[config.mk]
export PLATFORM = sky130hd
export DESIGN_NAME = date_counter
export DESIGN_NICKNAME = d
export VERILOG_FILES = /design/src/rtl/date_pkg.sv /design/src/rtl/date_counter_days_in_month.sv /design/src/rtl/date_counter.sv
export SDC_FILE = /design/constraint.sdc
export NUM_CORES = 1
export LEC_CHECK = 0
export ABC_AREA = 1
export CELL_PAD_IN_SITES_DETAIL_PLACEMENT = 0
export CELL_PAD_IN_SITES_GLOBAL_PLACEMENT = 1
export CORE_MARGIN = 2
export CORE_UTILIZATION = 30
export CTS_BUF_LIST = sky130_fd_sc_hd__clkbuf_8
export DETAILED_ROUTE_END_ITERATION = 8
export PLACE_DENSITY = 0.78
export REMOVE_ABC_BUFFERS = 1
export SYNTH_ARGS = -nofsm -noshare
export SYNTH_HDL_FRONTEND = slang
export SYNTH_SLANG_ARGS = --single-unit
[constraint.sdc]
create_clock -name clk_1Hz -period 8.5 [get_ports clk_1Hz]
set_input_delay 1.7 -clock clk_1Hz [delete_from_list [all_inputs] [get_ports clk_1Hz]]
set_output_delay 1.7 -clock clk_1Hz [all_outputs]
set_load 0.02 [all_outputs]
[src/rtl/date_pkg.sv]
// Shared widths, month/weekday encodings and the test preset date for the calendar stage.
package date_pkg;

    localparam int YEAR_W  = 7;
    localparam int MONTH_W = 4;
    localparam int DAY_W   = 5;
    localparam int WDAY_W  = 3;

    typedef enum logic [WDAY_W-1:0] {
        SUN = 3'd0, MON = 3'd1, TUE = 3'd2, WED = 3'd3,
        THU = 3'd4, FRI = 3'd5, SAT = 3'd6
    } weekday_e;

    typedef enum logic [MONTH_W-1:0] {
        JAN = 4'd1, FEB = 4'd2,  MAR = 4'd3,  APR = 4'd4,
        MAY = 4'd5, JUN = 4'd6,  JUL = 4'd7,  AUG = 4'd8,
        SEP = 4'd9, OCT = 4'd10, NOV = 4'd11, DEC = 4'd12
    } month_e;

    // Year is stored as an offset from 2000, so 99 is the last representable year.
    localparam logic [YEAR_W-1:0]  YEAR_MAX     = 7'd99;

    localparam logic [YEAR_W-1:0]  PRESET_YEAR  = 7'd24;
    localparam logic [MONTH_W-1:0] PRESET_MONTH = FEB;
    localparam logic [DAY_W-1:0]   PRESET_DAY   = 5'd28;
    localparam logic [WDAY_W-1:0]  PRESET_WDAY  = WED;

endpackage

[src/rtl/date_counter_days_in_month.sv]
// Combinational month-length lookup; leap only affects February.
module days_in_month
    import date_pkg::*;
(
    input  logic [MONTH_W-1:0] month,
    input  logic               leap,
    output logic [DAY_W-1:0]   dim
);

    always_comb begin
        dim = 5'd31;
        case (month)
            FEB:                dim = leap ? 5'd29 : 5'd28;
            APR, JUN, SEP, NOV: dim = 5'd30;
            default:            dim = 5'd31;
        endcase
    end

endmodule

[src/rtl/date_counter.sv]
// Calendar counter (year 2000-2099, month, day, weekday) advanced by the time-of-day day flag.
// Leap-year February is enabled by defining DATE_LEAP_YEAR_EN; otherwise February is always 28 days.
module date_counter
    import date_pkg::*;
#(
    parameter int RESET_YEAR    = 0,
    parameter int RESET_MONTH   = 1,
    parameter int RESET_DAY     = 1,
    parameter int RESET_WEEKDAY = 6
) (
    input  logic               clk_1Hz,
    input  logic               rst_n,
    input  logic               day_increment,
    input  logic               set_en,
    input  logic               inc_day,
    input  logic               inc_month,
    input  logic               inc_year,
    input  logic               inc_wday,
    input  logic               preset,
    output logic [YEAR_W-1:0]  year,
    output logic [MONTH_W-1:0] month,
    output logic [DAY_W-1:0]   day,
    output logic [WDAY_W-1:0]  weekday,
    output logic               leap_year,
    output logic               year_wrap
);

    logic                day_inc_q;
    logic                advance;
    logic                leap_adj;
    logic [DAY_W-1:0]    dim_cur;
    logic [DAY_W-1:0]    dim_adj;
    logic [YEAR_W-1:0]   year_next;
    logic [MONTH_W-1:0]  month_next;
    logic [WDAY_W-1:0]   wday_next;
    logic [YEAR_W-1:0]   year_adj;
    logic [MONTH_W-1:0]  month_adj;
    logic [DAY_W-1:0]    day_step;
    logic [DAY_W-1:0]    day_adj;
    logic [WDAY_W-1:0]   wday_adj;

`ifdef DATE_LEAP_YEAR_EN
    // Every year divisible by 4 in 2000-2099 is a leap year (2000 included).
    assign leap_year = (year[1:0] == 2'b00);
    assign leap_adj  = (year_adj[1:0] == 2'b00);
`else
    assign leap_year = 1'b0;
    assign leap_adj  = 1'b0;
`endif

    days_in_month u_dim_cur (
        .month (month),
        .leap  (leap_year),
        .dim   (dim_cur)
    );

    days_in_month u_dim_adj (
        .month (month_adj),
        .leap  (leap_adj),
        .dim   (dim_adj)
    );

    assign advance = day_increment && !day_inc_q;

    always_comb begin
        year_next  = (year == YEAR_MAX) ? '0 : year + 1'b1;
        month_next = (month == MONTH_W'(DEC)) ? MONTH_W'(JAN) : month + 1'b1;
        wday_next  = (weekday == WDAY_W'(SAT)) ? WDAY_W'(SUN) : weekday + 1'b1;

        year_adj  = inc_year  ? year_next  : year;
        month_adj = inc_month ? month_next : month;
        wday_adj  = inc_wday  ? wday_next  : weekday;
        day_step  = day;
        if (inc_day) begin
            day_step = (day >= dim_cur) ? 5'd1 : day + 1'b1;
        end
        // Clamp so a month/year change in adjust mode can never leave e.g. 31 Feb.
        day_adj = (day_step > dim_adj) ? dim_adj : day_step;
    end

    always_ff @(posedge clk_1Hz) begin
        if (!rst_n) begin
            year      <= YEAR_W'(RESET_YEAR);
            month     <= MONTH_W'(RESET_MONTH);
            day       <= DAY_W'(RESET_DAY);
            weekday   <= WDAY_W'(RESET_WEEKDAY);
            year_wrap <= 1'b0;
            day_inc_q <= 1'b1;
        end else begin
            day_inc_q <= day_increment;
            year_wrap <= 1'b0;
            if (set_en) begin
                year    <= year_adj;
                month   <= month_adj;
                day     <= day_adj;
                weekday <= wday_adj;
            end else if (preset) begin
                year    <= PRESET_YEAR;
                month   <= PRESET_MONTH;
                day     <= PRESET_DAY;
                weekday <= PRESET_WDAY;
            end else if (advance) begin
                weekday <= wday_next;
                if (day < dim_cur) begin
                    day <= day + 1'b1;
                end else begin
                    day   <= 5'd1;
                    month <= month_next;
                    if (month == MONTH_W'(DEC)) begin
                        year      <= year_next;
                        year_wrap <= (year == YEAR_MAX);
                    end
                end
            end
        end
    end

endmodule

After elaboration in Yosys (flattened, before gate mapping)
Cells that the tools add are included.
{"block": "classes", "add_sub_neg": 4, "n_lt_le_gt_ge": 3, "eq_ne": 16, "mux": 27, "bitwise_logic": 3, "reduce_logical": 10}
{"cell": "7-bit 2-to-1 mux", "n": 7}
{"cell": "5-bit 2-to-1 mux", "n": 7}
{"cell": "4-bit 2-to-1 mux", "n": 6}
{"cell": "4-bit == test, second input constant", "n": 5}
{"cell": "4-bit by 3-bit == test with 1-bit output, second input constant", "n": 4}
{"cell": "3-bit 2-to-1 mux", "n": 5}
{"cell": "4-bit by 2-bit == test with 1-bit output, second input constant", "n": 2}
{"cell": "2-bit one-hot mux with 2 select lines", "n": 2}
{"cell": "4-bit OR reduction", "n": 2}
{"cell": "7-bit by 1-bit adder with 7-bit output, second input constant", "n": 1}
{"cell": "7-bit == test, second input constant", "n": 1}
{"cell": "3-bit nonzero test", "n": 2}
{"cell": "6-bit OR reduction", "n": 1}
{"cell": "5-bit by 1-bit adder with 5-bit output, second input constant", "n": 1}
{"cell": "5-bit greater-or-equal comparator", "n": 1}
{"cell": "5-bit > comparator", "n": 1}
{"cell": "5-bit < comparator", "n": 1}
{"cell": "4-bit by 1-bit adder with 4-bit output, second input constant", "n": 1}
{"cell": "2-bit by 1-bit != test with 1-bit output, second input constant", "n": 2}
{"cell": "2-bit AND reduction", "n": 2}
{"cell": "4-bit AND reduction", "n": 1}
{"cell": "3-bit by 1-bit adder with 3-bit output, second input constant", "n": 1}
{"cell": "3-bit == test, second input constant", "n": 1}
{"cell": "3-bit != test, second input constant", "n": 1}
{"cell": "3 further kinds", "n": 5}
{"block": "word_totals", "reg_bits": 21, "input_bits": 9, "out_inout_bits": 21, "word_cells": 69}

Logic depth before layout (Yosys ltp)
{"block": "depth", "depth_word": 9, "depth_mapped": 24, "depth_no_buf": 24}

Hierarchy
Synthesis repeated with hierarchy kept, for this count alone.
{"block": "hier_totals", "cells_unflattened": 304, "area_unflattened_um2": 1880.6}
{"module": "date_counter", "n_inst": 1, "cells_each": 272, "area_each_um2": 1727.9, "seq_area_each_um2": 420.4}
{"module": "days_in_month", "n_inst": 2, "cells_each": 16, "area_each_um2": 76.3, "seq_area_each_um2": 0.0}

Worst setup path before layout
OpenSTA, ideal clock, no wires.
{"block": "synth_path", "path_kind": "input port to flip-flop", "start": "in inc_month", "end": "reg day[0]", "setup_time_ns": 0.112, "arrival_time_ns": 3.155, "t_required_ns": 8.388, "path_slack_ns": 5.233, "cell_stages": 13, "n_path_buf": 0, "path_cell_list": "inv_1 o21ai_0 nand2_1 nor3_2 ha_1 a21oi_1 nand3_1 nor2_1 nand2_1 nand3_1 nand2_1 nand2_1 nand2_1"}
{"block": "synth_between", "elab_chain_cells": 7, "elab_cells_between_ends": 11, "classes_between": "order compare (1); eq/ne (5); mux (4); reduce/logical (1)"}
{"element": "from (decl)", "line_no": "date_counter.sv:16", "source": "input logic inc_month,"}
{"element": "4-bit 2-to-1 mux *", "line_no": "date_counter.sv:71", "source": "month_adj = inc_month ? month_next : month;"}
{"element": "4-bit by 3-bit == test with 1-bit output / 4-bit == test (equally long branches)", "line_no": "date_counter_days_in_month.sv:12", "source": "case (month)"}
{"element": "4-bit OR reduction", "line_no": "date_counter_days_in_month.sv:12"}
{"element": "2-bit one-hot mux with 2 select lines *", "line_no": "date_counter_days_in_month.sv:12"}
{"element": "5-bit > comparator", "line_no": "date_counter.sv:78", "source": "day_adj = (day_step > dim_adj) ? dim_adj : day_step;"}
{"element": "5-bit 2-to-1 mux *", "line_no": "date_counter.sv:78"}
{"element": "5-bit 2-to-1 mux *", "line_no": "date_counter.sv:92", "source": "if (set_en) begin"}
{"element": "to (signal assigned)", "line_no": "date_counter.sv:85", "source": "day <= DAY_W'(RESET_DAY);"}
{"element": "to (signal assigned)", "line_no": "date_counter.sv:95", "source": "day <= day_adj;"}
{"element": "to (signal assigned)", "line_no": "date_counter.sv:105", "source": "day <= day + 1'b1;"}
{"element": "to (decl)", "line_no": "date_counter.sv:22", "source": "output logic [DAY_W-1:0] day,"}
Every way passes the cells marked *; elsewhere a longest branch is shown, timed or not.
A chain may end at the register's enable or synchronous reset.

Worst setup path in the final report
Ends and elaborated chain as after synthesis.

==> run_results.csv <==
group,metric,value,unit
timing,hold_viol_final,0,
cts,cts_resized,0,
cts,cts-hold-fix-buffers,0,
global_route,antenna_found_initial,0,
global_route,grt_usage,13.5,%
drt,ant_nets,0,
worst_setup_path,arrival,3940,ps
pwr,swShare,36.4,%
pwr,vdd_drop_max,66.5,µV
finish,antenna_cells,0,
timing,worst_pin_slew,514,ps
worst_setup_path,ff2ff_path_depth,22,
finish,drive_gt1_share,9.59,%
cts,htree_num_levels,1,
drt,drt-pass1-iter-count,4,
cts,clock_latency,260,ps
global_route,grt_pass1_wl,6.76,mm
timing,setup_tns,0,ps
cts,cts_buffers,3,
logic_synthesis,synthFlopType,"dfxtp_1",
pwr,leakage,0.886,nW
timing,relSlewSlack,65.6,%
placed_design,dpl_cell_area,1960,µm²
worst_setup_path,crit_type,"in -> reg",
worst_setup_path,rr_endpoint,"day[0]$_SDFFE_PN1P_",
pwr,clock_power_share,23.8,%
logic_synthesis,async_flop_share,0,%
worst_setup_path,critPathLaunch,"inc_month",
logic_synthesis,yosys.area.top_type,"dfxtp_1",
finish,nFillCells,579,
placed_design,routabilityCongestion,0.804,
worst_hold_path,min_path_type,"reg -> reg",
worst_setup_path,r2r-start,"month[0]$_SDFFE_PN1P_",
pwr,p_seq_share,42.3,%
drt,drt_iter0_drc,73,
logic_synthesis,ys_warn_count,0,
pwr,power.density,140,nW/µm²
cts,root_buffer,"clkbuf_8",
drt,route.detailed.drc,0,
floorplan,fp-row-count,26,
placed_design,dpl_worst_slack,4440,ps
global_route,gr-total-overflow,0,
worst_setup_path,worst_setup_path_end_kind,"flop",
timing,skew,3.67,ps
placed_design,dp_hpwl,3.11,mm
timing,worst_slack,4730,ps
logic_synthesis,yosysUniqueCellTypes,39,
logic_synthesis,netlist.area_leader.share,25.6,%
pwr,combPwrFrac,33.9,%
cts,clock_sinks,21,
logic_synthesis,syn_area_per_cell,6.71,µm²
worst_setup_path,critPathRequiredTime,8670,ps
timing,post-route-period-util,44.4,%
placed_design,dp_cells,337,
global_route,grt_pass1_vias,1516,
logic_synthesis,synth_edf_count,0,
outcome,status,"finished, final reports clean",
finish,nNetsFinal,291,
drt,vias_per_cell,4.74,
flow_run,cap_viol_max_count,0,
worst_setup_path,cpMostUsedCell,"nand2_1",
floorplan,die_w,78,µm
timing,maxSlewViolCount,0,
logic_synthesis,synth-seq-cells,21,
cts,cts_tree,"built",
logic_synthesis,synth_cells,245,
timing,grt_setup_unrepaired,"false",
floorplan,core_area,5200,µm²
logic_synthesis,synthTopCellsByArea,"dfxtp_1 (26%), nand2_1 (13%), inv_1 (8.0%)",
drt,wl_per_cell,11.5,µm
timing,fmax,0.265,GHz
finish,synthToLayoutAreaGrowth,22.2,%
finish,final_area,2010,µm²
cts,clk_path_buf_depth,2,
cts,clk_pin_slew,80,ps
floorplan,start_util,31.6,%
placed_design,io_buffers,28,
cts,cts_setup_buffers,0,
worst_setup_path,crit_end,"day[0]$_SDFFE_PN1P_",
worst_setup_path,path_cells,"clkdlybuf4s50_1, inv_1, o21ai_0, nand2_1, nor3_2, ha_1, a21oi_1, nand3_1, nor2_1, nand2_1, nand3_1, nand2_1, nand2_1, nand2_1",
floorplan,dieHeight,78,µm
timing,setup_violations,0,
global_route,grt_max_degree,13,
worst_setup_path,cpPeakStageDelay,520,ps
finish,final_cell_mix,"nand2_1 (58), inv_1 (35), clkdlybuf4s50_1 (28), o21ai_0 (25), dfxtp_1 (21)",
logic_synthesis,ys_seq_area_share,25.6,%
pwr,p_int,0.179,mW
logic_synthesis,netlist_area,1640,µm²
pwr,switchingPower,0.102,mW
worst_setup_path,startpoint_type,"primary input",
worst_setup_path,slowest_stage,"clkdlybuf4s50_1",
finish,finalNonFillerCells,341,
drt,dr_total_vias,1617,
worst_setup_path,rrSetupSlack,5360,ps
timing,period_needed,3770,ps
finish,final_common_cell,"nand2_1",
floorplan,io_pins,30,
drt,wl,3.93,mm
floorplan,dieArea,6080,µm²
worst_setup_path,crit_fanout,5,
pwr,total_power,0.281,mW
-- power groups by stage --
stage               clock (mW)  sequential (mW)  combinational [mW]
finish                  0.0669            0.119              0.0954
global placement             0            0.121              0.0952
floorplan                    0            0.128              0.0542
global route            0.0736            0.121               0.108
detailed placement           0            0.121              0.0960
CTS                     0.0683            0.119              0.0964
-- worst min path at each step --
stage	cells past startpoint	slack, ps	from	to
finish	2	520	day[4]$_SDFFE_PN0P_	day[4]$_SDFFE_PN0P_
global route	2	560	year[1]$_SDFFE_PN0P_	year[1]$_SDFFE_PN0P_
CTS	2	530	year[1]$_SDFFE_PN0P_	year[1]$_SDFFE_PN0P_
detailed placement	2	520	year[1]$_SDFFE_PN0P_	year[1]$_SDFFE_PN0P_
global placement	2	520	day[4]$_SDFFE_PN0P_	day[4]$_SDFFE_PN0P_
floorplan	3	510	day_inc_q$_SDFF_PN1_	year_wrap$_SDFF_PP0_
-- worst max-delay path, delay by kind of cell --
family	cells	cell delay (ps)
AND/OR/NAND/NOR	9	840
buffers and inverters	2	620
AO/OA/AOI/OAI	2	520
adder cells (fa/ha/maj)	1	270
-- logic make-up after synthesis --
group                    count (synthesis)  synth area share (%)
AO/OA/AOI/OAI                           49                  17.3
XOR/XNOR                                 3                  1.60
adder cells (fa/ha/maj)                 10                  7.62
flip-flops                              21                  25.6
other                                    1                 0.228
buffers and inverters                   45                  12.6
AND/OR/NAND/NOR                        116                  35.1
-- stage by stage --
step                util (%)  hold slack, ps
floorplan                  -             508
global placement        37.7             517
detailed placement      37.7             516
CTS                     38.6             527
global route            38.6             560
finish                  38.6             523
-- cell type report --
type	instances	area, µm²	share of cell area [%]
multi-input combinational	179	1020	50.6
sequential	21	420	20.9
timing repair buffer	28	280	14.0
inverter	39	156	7.79
tap	70	87.6	4.36
clock buffer	3	41.3	2.06
clock inverter	1	5.00	0.249
-- registers in the layout (all words and copies together) (netlist names) --
signal and cells:
year 7, day_inc_q 1, month 4, day 5, year_wrap 1, weekday 3
-- per-layer routing --
| metal | part of all wire (%) | global-route usage (%) | up-vias |
|---|---|---|---|
| li1 | - | - | 859 |
| met1 | 51 | 18.0 | 731 |
| met2 | 46 | 22.3 | 25 |
| met3 | 2.9 | 2.44 | 2 |
| met4 | 0.74 | 3.33 | 0 |
| met5 | 0 | 0 | - |
-- cells in the mapped netlist, types with 3 or more instances --
master,count
nor3_1,3
nor2_4,3
nand3_1,17
nand2_1,58
a21oi_1,13
ha_1,10
nand2_2,3
buf_6,3
o21ai_0,25
nand4_1,9
nor2_1,12
a31oi_1,3
dfxtp_1,21
inv_1,35
Power figures use the tool's default switching activity.
